===== src/rtl/trace_pkg.sv =====
// Shared types and constants for the trace decode path: instruction classes,
// the decoded record layout and the classifier.
package trace_pkg;

    localparam int TR_XLEN = 32;

    localparam logic [31:0] OP_NOP   = 32'h0000_0013;
    localparam logic [31:0] OP_MARK  = 32'h0000_4033;
    localparam logic [6:0]  OPC_JALR = 7'b1100111;

    typedef enum logic [2:0] {
        NOP     = 3'd0,
        MARK    = 3'd1,
        JALR    = 3'd2,
        OTHER   = 3'd3,
        ILLEGAL = 3'd4
    } op_class_e;

    typedef struct packed {
        op_class_e            cls;
        logic [4:0]           rd;
        logic [4:0]           rs1;
        logic [TR_XLEN-1:0]   imm;
        logic [31:0]          op;
        logic [TR_XLEN-1:0]   pc;
    } trace_rec_t;

    // Ordered tests: the exact-match markers must win over the generic rules.
    function automatic op_class_e classify(input logic [31:0] op);
        if (op == OP_NOP)
            return NOP;
        else if (op == OP_MARK)
            return MARK;
        else if (op[6:0] == OPC_JALR && op[14:12] == 3'b000)
            return JALR;
        else if (op[1:0] != 2'b11 || op == 32'h0)
            return ILLEGAL;
        else
            return OTHER;
    endfunction

endpackage


===== src/rtl/rv_trace_decode_if.sv =====
// Record stream handshakes: retired instructions in, decoded records out.
interface rv_trace_decode_if #(
    parameter int XLEN = 32
);
    logic            in_valid;
    logic            in_ready;
    logic [31:0]     in_op;
    logic [XLEN-1:0] in_pc;

    logic            out_valid;
    logic            out_ready;
    logic [2:0]      out_class;
    logic [4:0]      out_rd;
    logic [4:0]      out_rs1;
    logic [XLEN-1:0] out_imm;
    logic [31:0]     out_op;
    logic [XLEN-1:0] out_pc;

    modport master (
        output in_valid, in_op, in_pc, out_ready,
        input  in_ready, out_valid, out_class, out_rd, out_rs1, out_imm, out_op, out_pc
    );

    modport slave (
        input  in_valid, in_op, in_pc, out_ready,
        output in_ready, out_valid, out_class, out_rd, out_rs1, out_imm, out_op, out_pc
    );
endinterface


===== src/rtl/trace_fifo.sv =====
// Synchronous FIFO of decoded trace records; the head entry is held in an
// output register so consumers never see a combinational path from the input.
module trace_fifo
    import trace_pkg::*;
#(
    parameter int DEPTH = 4,
    localparam int AW   = $clog2(DEPTH)
) (
    input  logic        clk,
    input  logic        rst_n,
    input  logic        flush,
    input  logic        push,
    input  trace_rec_t  din,
    input  logic        pop,
    output trace_rec_t  dout,
    output logic        empty,
    output logic [AW:0] count
);

    trace_rec_t    mem [DEPTH];
    trace_rec_t    dout_reg, dout_next;
    logic [AW-1:0] wr_ptr_reg, wr_ptr_next;
    logic [AW-1:0] rd_ptr_reg, rd_ptr_next;
    logic [AW:0]   count_reg, count_next;
    logic          do_push, do_pop;

    assign do_push = push && (count_reg != (AW+1)'(DEPTH));
    assign do_pop  = pop && (count_reg != '0);

    always_comb begin
        wr_ptr_next = wr_ptr_reg;
        rd_ptr_next = rd_ptr_reg;
        count_next  = count_reg;
        dout_next   = dout_reg;
        if (flush) begin
            wr_ptr_next = '0;
            rd_ptr_next = '0;
            count_next  = '0;
        end else begin
            if (do_push)
                wr_ptr_next = wr_ptr_reg + 1'b1;
            if (do_pop)
                rd_ptr_next = rd_ptr_reg + 1'b1;
            case ({do_push, do_pop})
                2'b10:   count_next = count_reg + 1'b1;
                2'b01:   count_next = count_reg - 1'b1;
                default: count_next = count_reg;
            endcase
            // Next head comes from storage unless the queue is (or is becoming)
            // empty, in which case the incoming record goes straight to the head.
            if (do_pop && count_reg > (AW+1)'(1))
                dout_next = mem[rd_ptr_reg + 1'b1];
            else if (do_push && (count_reg == '0 || (do_pop && count_reg == (AW+1)'(1))))
                dout_next = din;
        end
    end

    always_ff @(posedge clk) begin
        if (do_push && !flush)
            mem[wr_ptr_reg] <= din;
    end

    always_ff @(posedge clk or negedge rst_n) begin
        if (!rst_n) begin
            wr_ptr_reg <= '0;
            rd_ptr_reg <= '0;
            count_reg  <= '0;
            dout_reg   <= '0;
        end else begin
            wr_ptr_reg <= wr_ptr_next;
            rd_ptr_reg <= rd_ptr_next;
            count_reg  <= count_next;
            dout_reg   <= dout_next;
        end
    end

    assign dout  = dout_reg;
    assign empty = (count_reg == '0);
    assign count = count_reg;

endmodule


===== src/rtl/rv_trace_decode.sv =====
// Classifies retired instruction words, extracts rd/rs1/imm, queues the records
// for the trace printer and keeps retired/illegal instruction counters.
module rv_trace_decode
    import trace_pkg::*;
#(
    parameter int DEPTH  = 4,
    parameter int XLEN   = TR_XLEN,
    parameter int ICNT_W = 16
) (
    input  logic               clk,
    input  logic               rst_n,
    input  logic               flush,
    rv_trace_decode_if.slave   bus,
    output logic [31:0]        retired_cnt,
    output logic [ICNT_W-1:0]  illegal_cnt
);

    localparam int AW = $clog2(DEPTH);

    op_class_e         in_cls;
    trace_rec_t        in_rec;
    trace_rec_t        out_rec;
    logic              fifo_empty;
    logic [AW:0]       fifo_count;
    logic              push, pop;
    logic [31:0]       retired_cnt_reg;
    logic [ICNT_W-1:0] illegal_cnt_reg;

    // Illegal words carry no meaningful fields, so they are zeroed for the printer.
    always_comb begin
        in_cls     = classify(bus.in_op);
        in_rec     = '0;
        in_rec.cls = in_cls;
        in_rec.op  = bus.in_op;
        in_rec.pc  = bus.in_pc;
        if (in_cls != ILLEGAL) begin
            in_rec.rd  = bus.in_op[11:7];
            in_rec.rs1 = bus.in_op[19:15];
            in_rec.imm = {{(TR_XLEN-12){bus.in_op[31]}}, bus.in_op[31:20]};
        end
    end

    assign bus.in_ready  = (fifo_count < (AW+1)'(DEPTH));
    assign push          = bus.in_valid && bus.in_ready;
    assign bus.out_valid = !fifo_empty;
    assign pop           = bus.out_valid && bus.out_ready;

    trace_fifo #(
        .DEPTH (DEPTH)
    ) u_fifo (
        .clk   (clk),
        .rst_n (rst_n),
        .flush (flush),
        .push  (push),
        .din   (in_rec),
        .pop   (pop),
        .dout  (out_rec),
        .empty (fifo_empty),
        .count (fifo_count)
    );

    assign bus.out_class = out_rec.cls;
    assign bus.out_rd    = out_rec.rd;
    assign bus.out_rs1   = out_rec.rs1;
    assign bus.out_imm   = out_rec.imm;
    assign bus.out_op    = out_rec.op;
    assign bus.out_pc    = out_rec.pc;

    // A push in a flush cycle still completed its handshake, so it is counted.
    always_ff @(posedge clk or negedge rst_n) begin
        if (!rst_n) begin
            retired_cnt_reg <= '0;
            illegal_cnt_reg <= '0;
        end else if (push) begin
            retired_cnt_reg <= retired_cnt_reg + 32'd1;
            if (in_cls == ILLEGAL && illegal_cnt_reg != '1)
                illegal_cnt_reg <= illegal_cnt_reg + 1'b1;
        end
    end

    assign retired_cnt = retired_cnt_reg;
    assign illegal_cnt = illegal_cnt_reg;

endmodule


===== src/flat_wrapper.sv =====
// flat-port wrapper written by rule: the top's interface ports become plain ports
module rv_trace_decode_flat import trace_pkg::*;
#(
    parameter int DEPTH  = 4,
    parameter int XLEN   = TR_XLEN,
    parameter int ICNT_W = 16
)
  (clk, rst_n, flush, retired_cnt, illegal_cnt, bus_in_valid, bus_in_op, bus_in_pc, bus_out_ready, bus_in_ready, bus_out_valid, bus_out_class, bus_out_rd, bus_out_rs1, bus_out_imm, bus_out_op, bus_out_pc);
  rv_trace_decode_if #(.XLEN(XLEN)) bus_i ();
  input  logic clk;
  input  logic rst_n;
  input  logic flush;
  output logic [31:0] retired_cnt;
  output logic [ICNT_W-1:0] illegal_cnt;
  input wire logic [$bits(bus_i.in_valid)-1:0] bus_in_valid;
  input wire logic [$bits(bus_i.in_op)-1:0] bus_in_op;
  input wire logic [$bits(bus_i.in_pc)-1:0] bus_in_pc;
  input wire logic [$bits(bus_i.out_ready)-1:0] bus_out_ready;
  output wire logic [$bits(bus_i.in_ready)-1:0] bus_in_ready;
  output wire logic [$bits(bus_i.out_valid)-1:0] bus_out_valid;
  output wire logic [$bits(bus_i.out_class)-1:0] bus_out_class;
  output wire logic [$bits(bus_i.out_rd)-1:0] bus_out_rd;
  output wire logic [$bits(bus_i.out_rs1)-1:0] bus_out_rs1;
  output wire logic [$bits(bus_i.out_imm)-1:0] bus_out_imm;
  output wire logic [$bits(bus_i.out_op)-1:0] bus_out_op;
  output wire logic [$bits(bus_i.out_pc)-1:0] bus_out_pc;
  assign bus_i.in_valid = bus_in_valid;
  assign bus_i.in_op = bus_in_op;
  assign bus_i.in_pc = bus_in_pc;
  assign bus_i.out_ready = bus_out_ready;
  assign bus_in_ready = bus_i.in_ready;
  assign bus_out_valid = bus_i.out_valid;
  assign bus_out_class = bus_i.out_class;
  assign bus_out_rd = bus_i.out_rd;
  assign bus_out_rs1 = bus_i.out_rs1;
  assign bus_out_imm = bus_i.out_imm;
  assign bus_out_op = bus_i.out_op;
  assign bus_out_pc = bus_i.out_pc;
  rv_trace_decode #(.DEPTH(DEPTH), .XLEN(XLEN), .ICNT_W(ICNT_W)) u_core (.clk(clk), .rst_n(rst_n), .flush(flush), .bus(bus_i), .retired_cnt(retired_cnt), .illegal_cnt(illegal_cnt));
endmodule

===== config.mk =====
export PLATFORM = sky130hd
export DESIGN_NAME = rv_trace_decode_flat
export DESIGN_NICKNAME = d
export VERILOG_FILES = /design/src/rtl/trace_pkg.sv /design/src/rtl/rv_trace_decode_if.sv /design/src/rtl/trace_fifo.sv /design/src/rtl/rv_trace_decode.sv /design/src/flat_wrapper.sv
export SDC_FILE = /design/constraint.sdc
export NUM_CORES = 1
export LEC_CHECK = 0
export BUFFER_PORTS_ARGS = -buffer_cell sky130_fd_sc_hd__buf_2
export CAP_MARGIN = 20
export CORE_ASPECT_RATIO = 1.5
export CORE_UTILIZATION = 30
export CTS_CLUSTER_SIZE = 30
export DETAILED_ROUTE_END_ITERATION = 10
export SYNTH_ARGS = -nofsm -noshare
export SYNTH_HDL_FRONTEND = slang
export SYNTH_HIERARCHICAL = 1
export SYNTH_SLANG_ARGS = --single-unit

===== constraint.sdc =====
create_clock -name clk -period 5.45 [get_ports clk]
set_input_delay 0.545 -clock clk [delete_from_list [all_inputs] [get_ports clk]]
set_output_delay 0.545 -clock clk [all_outputs]
set_load 0.005 [all_outputs]

# After elaboration in Yosys (flattened, before gate mapping)
# Memories as Yosys holds them, arrays and structs flattened.
# Index checks and enable logic that the tools add are counted.
# classes
addsub	6
n_lt_le_gt_ge	2
n_eq_ne	11
mux	15
bitwise	1
n_reduce_logical	24
# op_table
op	n
109-bit two-way mux	2
42-bit two-way mux	1
32-bit by 1-bit adder with 32-bit output (second input constant)	1
32-bit by 15-bit equality test with 1-bit output (second input constant)	1
32-bit by 5-bit equality test with 1-bit output (second input constant)	1
32-bit logical NOT	1
16-bit by 1-bit adder with 16-bit output (second input constant)	1
16-bit inequality test (second input constant)	1
3-bit two-way mux	5
1-bit logical AND	10
2-bit two-way mux	4
7-bit equality test (second input constant)	1
3-bit logical NOT	2
3-bit inequality test (second input constant)	2
3-bit case mux with 2 select lines	1
2-bit nonzero test	3
3-bit nonzero test	2
2-bit by 1-bit adder with 2-bit output (second input constant)	2
2-bit AND reduction	2
3-bit by 1-bit adder with 3-bit output (second input constant)	1
3-bit by 1-bit equality test with 1-bit output (second input constant)	1
3-bit equality test (second input constant)	1
3-bit by 1-bit > comparator with 1-bit output (second input constant)	1
3-bit < comparator (second input constant)	1
8 further kinds	11
# word_totals
register_bits	164
mem_bits_rw	436
output_inout_bits	159
wordCells	71
n_memories	1
# mem_list
memory	words	word_bits	rd	rd_clocked_by_memory_dff	wr	line_no	text
u_core.u_fifo.mem	4	109	1	0	1	trace_fifo.sv:20	trace_rec_t mem [DEPTH];

# Depth between registers and ports, before layout
# logic_depth
depth_word	10
depth_mapped	11
ltp_nobuf	9

# By module
# Netlist, hierarchy kept.
# by_module_without_submodules
module	n_inst	cells_each	area_per_inst_um2	seq_area_each_um2
trace_fifo	1	998	20888.8	15995.3
rv_trace_decode	1	240	2556.2	1201.2

# Least setup slack after synthesis
# OpenSTA, ideal clock, no wires.
# synth_path
kind	input to register
startpoint	input port bus_in_valid
endpoint	memory u_core/u_fifo/mem[0][0] in the netlist's numbering, enable pin
setup_ns	0.481
arrival_ns	3.664
required_ns	4.969
slack_ns	1.305
stages	5
path_buffers	1
cell_sequence	nor2b_1 > buf_2 > nand2b_1 > a21oi_1 > and2_1
# synth_via
elab_chain_cells	5
# synth_lines
element	line_no	text
start: declaration	flat_wrapper.sv:15	input wire logic [$bits(bus_i.in_valid)-1:0] bus_in_valid;
1-bit logical AND	rv_trace_decode.sv:44	assign push = bus.in_valid && bus.in_ready;
net u_core.push	rv_trace_decode.sv:25	logic push, pop;
1-bit logical AND	trace_fifo.sv:27	assign do_push = push && (count_reg != (AW+1)'(DEPTH));
1-bit logical AND	trace_fifo.sv:59	if (do_push && !flush)
1-bit two-way mux	trace_fifo.sv:59	
1-bit two-way mux (not written as such)	trace_fifo.sv:60	mem[wr_ptr_reg] <= din;
end: declaration	trace_fifo.sv:20	
# The timed path passes the listed nets, and every way through them passes these cells.

# Worst setup path after layout
# layout_path
startpoint	register u_core.u_fifo.count_reg[2], in the netlist u_core/u_fifo/count[2]
endpoint	memory u_core/u_fifo/mem[2][79] in the netlist's numbering, enable pin
# layout_via
elab_chain_cells	6
# layout_lines
element	line_no	text
start: declaration	trace_fifo.sv:24	logic [AW:0] count_reg, count_next;
start signal: assignment	trace_fifo.sv:72	count_reg <= count_next;
3-bit < comparator	rv_trace_decode.sv:43	assign bus.in_ready = (fifo_count < (AW+1)'(DEPTH));
1-bit logical AND	rv_trace_decode.sv:44	
1-bit logical AND *	trace_fifo.sv:27	
1-bit logical AND *	trace_fifo.sv:59	
1-bit two-way mux *	trace_fifo.sv:59	
1-bit two-way mux (not written as such) *	trace_fifo.sv:60	
# Every way passes the cells marked *; elsewhere a longest branch is shown, timed or not.

==> flow_summary.yaml <==
yosys:
  synth_cells: 1238
  synth-seq-area-share_pct: 73.3
  netlist_area_um2: 23400
  yosysWarnings: 6
  netlist-cell-type-count: 47
  yosys.area.top_type: "edfxtp_1"
  synth.net_count: 1317
  netlist.area_leader.share_pct: 55.8
  synthTopCellsByArea: "edfxtp_1 (56%), dfrtp_1 (18%), mux4_2 (10%), a221o_1 (4.7%), and2_1 (3.1%)"
  ys_seq_elements: 600
  synth.avg_cell_area_um2: 18.9
  synth_ff_type: "edfxtp_1"
  ys_async_sr_fraction_pct: 27.3
  synth_edf_count: 436
pwr:
  p_clk_share_pct: 34.1
  p_per_area_nw_per_um2: 444
  peakVddDrop_v: 0.000315
  finalPower_mw: 12.4
  comb_power_share_pct: 17.6
  p_leak_nw: 10.1
  swShare_pct: 27.1
  p_switching_mw: 3.36
  pwr-share-seq_pct: 48.4
  p_int_mw: 9.04
critical_path:
  worstSetupEndpoint: "u_core/u_fifo/mem[2][79]"
  slowest_delay_ns: 0.78
  crit_fanout: 59
  worstSetupStartpoint: "u_core/u_fifo/count[2]"
  path_delay_family: "simple AND/OR/NAND/NOR gates"
  crit_chain: "nor2b_1 -> nand2b_1 -> a21oi_1 -> and2_4 -> buf_12"
  worstPathArrival_ns: 3.75
  start_kind: "flop"
  r2r_end: "u_core/u_fifo/mem[2][79]"
  end_kind: "flop"
  worst-setup-path-type: "reg2reg"
  cpMaxStageDelayCell: "and2_4"
  crit_buf_inv: 1
  worstPathRequired_ns: 5.72
  cp_num_cells: 5
  reg2reg_from: "u_core/u_fifo/count[2]"
  rr_worst_depth: 5
  r2r_slack_ns: 1.97
cts:
  cts_sinks: 600
  clockBufferDepth: 3
  clock_latency_ns: 0.68
  htree_levels: 2
  cts_buffers: 59
  root_buffer: "clkbuf_16"
  cts_setup_buffers: 0
  cts_tree: "yes"
  clk_pin_slew_ns: 0.06
  ctsResizeCount: 0
final_layout:
  layout_common_cells: "edfxtp_1 (436), buf_2 (226), dfrtp_1 (162)"
  nets: 1557
  syn_to_final_growth_pct: 19.0
  largest_register_ffs: 436
  drive_gt1_share_pct: 30.5
  final_common_cell: "edfxtp_1"
timing:
  min_period_ns: 3.48
  finalWorstSetupSlack_ns: 1.97
  fin_skew_ns: 0.0722
  hold_violations: 0
  timing.final.crit_share_pct: 63.8
  slew_violations: 0
  fmax_mhz: 287
  rsz0062_at_grt: "false"
  fin_tns_setup_ns: 0
  setup_viol: 0
  maxSlewHeadroom_pct: 35.2
  worst_pin_slew_ns: 0.972
global_route:
  grt_use_met2_pct: 25.8
  grt_use_met1_pct: 17.5
  antenna_found_initial: 2
  grt_pass1_vias: 13268
  gr-max-usage-layer: "met2"
  use_met3_pct: 2.89
  grt_pass1_wl_um: 86400
  grt_max_degree: 110
  grtUsageTotal_pct: 14.5
  grt.overflow.total: 0
floorplan:
  io_pins: 228
  rows: 125
  die_width_um: 230
  die_h_um: 344
  die_area_um2: 79300
  start_util_pct: 30.3
  coreArea_um2: 77400
routing:
  ant_nets: 0
  vias_per_cell: 4.92
  drtIter0Drc: 1003
  wl_per_cell_um: 22.5
  vias: 12533
  wl_um: 57200
  firstDrtPassIters: 4
  route.detailed.drc: 0
placed_design:
  dp_slack_ns: 1.93
  place_hpwl_um: 34000
  gp_congestion: 0.794
  port-buffer-count: 227
run_status:
  run_status: "complete, no violations"
hold_path:
  worstHoldPathType: "in2reg"
run:
  maxCapViolCount: 0
[repair_timing]
action / CTS / global route
hold buffers: 1 / 0
endpoints found under the setup margin: 0 / 0
hold endpoints to repair: 56 / 0
[routing by layer]
| layer | part of all wire (%) | routed length, µm |
|---|---|---|
| met5 | 0 | 0 |
| met4 | 2.6 | 1470 |
| met3 | 5.1 | 2900 |
| met2 | 52 | 30000 |
| met1 | 40 | 22800 |
[cells in the mapped netlist, drive strengths merged (2+ instances only)]
library cell and n:
nor2 10, nand2b 3, clkbuf 49, nand4 19, xnor2 32, inv 11, and4 3, nand3 23
nor2b 3, nor3b 2, mux4 109, o21ai 3, mux2 5, nor4 11, and2 115, nand4b 3
nor3 14, ha 10, a21oi 10, or4 3, a211oi 2, a221o 109, nand2 18, xor2 15
edfxtp 436, buf 17, dfrtp 164, and3 29
[final cells by class]
cell class	instances	area (µm²)
Antenna cell	1	2.50
Clock buffer	82	1620
Clock inverter	30	422
Fill cell	7256	49500
Inverter	12	50.0
Multi-Input combinational cell	560	5940
Sequential cell	600	17200
Tap cell	1016	1270
Timing Repair Buffer	245	1400
[per-stage QoR]
stage	hold WS (ns)	instance area (µm²)	util (%)	cells
finish	0.106	27900	36.1	2546
global route	0.0704	27900	36.1	2546
CTS	0.0520	27900	36.0	2544
detailed placement	0.480	25800	33.4	2431
global placement	0.464	25800	33.4	2431
floorplan	0.249	23400	-	1238
[power by group through the flow]
stage          registers, mW  logic (mW)  clock network [mW]
2_1_floorplan           5.98        1.17                   0
3_3_place_gp            6.07        2.17                   0
3_5_place_dp            6.09        2.22                   0
4_1_cts                 6.01        2.23                4.36
5_1_grt                 6.08        2.38                4.51
6_report                6.00        2.18                4.22
[worst min path at each step]
stage | from | end | slack (ns) | cells after the start
after floorplan | rst_n | u_core/illegal_cnt[0] | 0.25 | 0
after global placement | u_core/retired_cnt[31] | u_core/retired_cnt[31] | 0.46 | 1
after detailed placement | u_core/retired_cnt[31] | u_core/retired_cnt[31] | 0.48 | 1
after CTS | bus_in_pc[31] | u_core/u_fifo/mem[0][31] | 0.05 | 1
after global routing | bus_in_pc[31] | u_core/u_fifo/mem[0][31] | 0.07 | 1
final | bus_in_pc[31] | u_core/u_fifo/mem[0][31] | 0.11 | 1
[logic make-up (layout without fill, tap and decap cells)]
family / after synthesis / count (layout) / share of synthesized area [%]
AOI/OAI and AO/OA: 129 / 129 / 5.18
xor gates and xnor gates: 47 / 47 / 1.76
adders and majority gates: 10 / 10 / 0.534
buffers and inverters: 78 / 369 / 1.47
DFF: 600 / 600 / 73.3
muxes: 114 / 114 / 10.7
other: 0 / 1 / 0
and+or+nand+nor: 260 / 260 / 7.01
No activity file was read; power rests on OpenSTA's default activity.
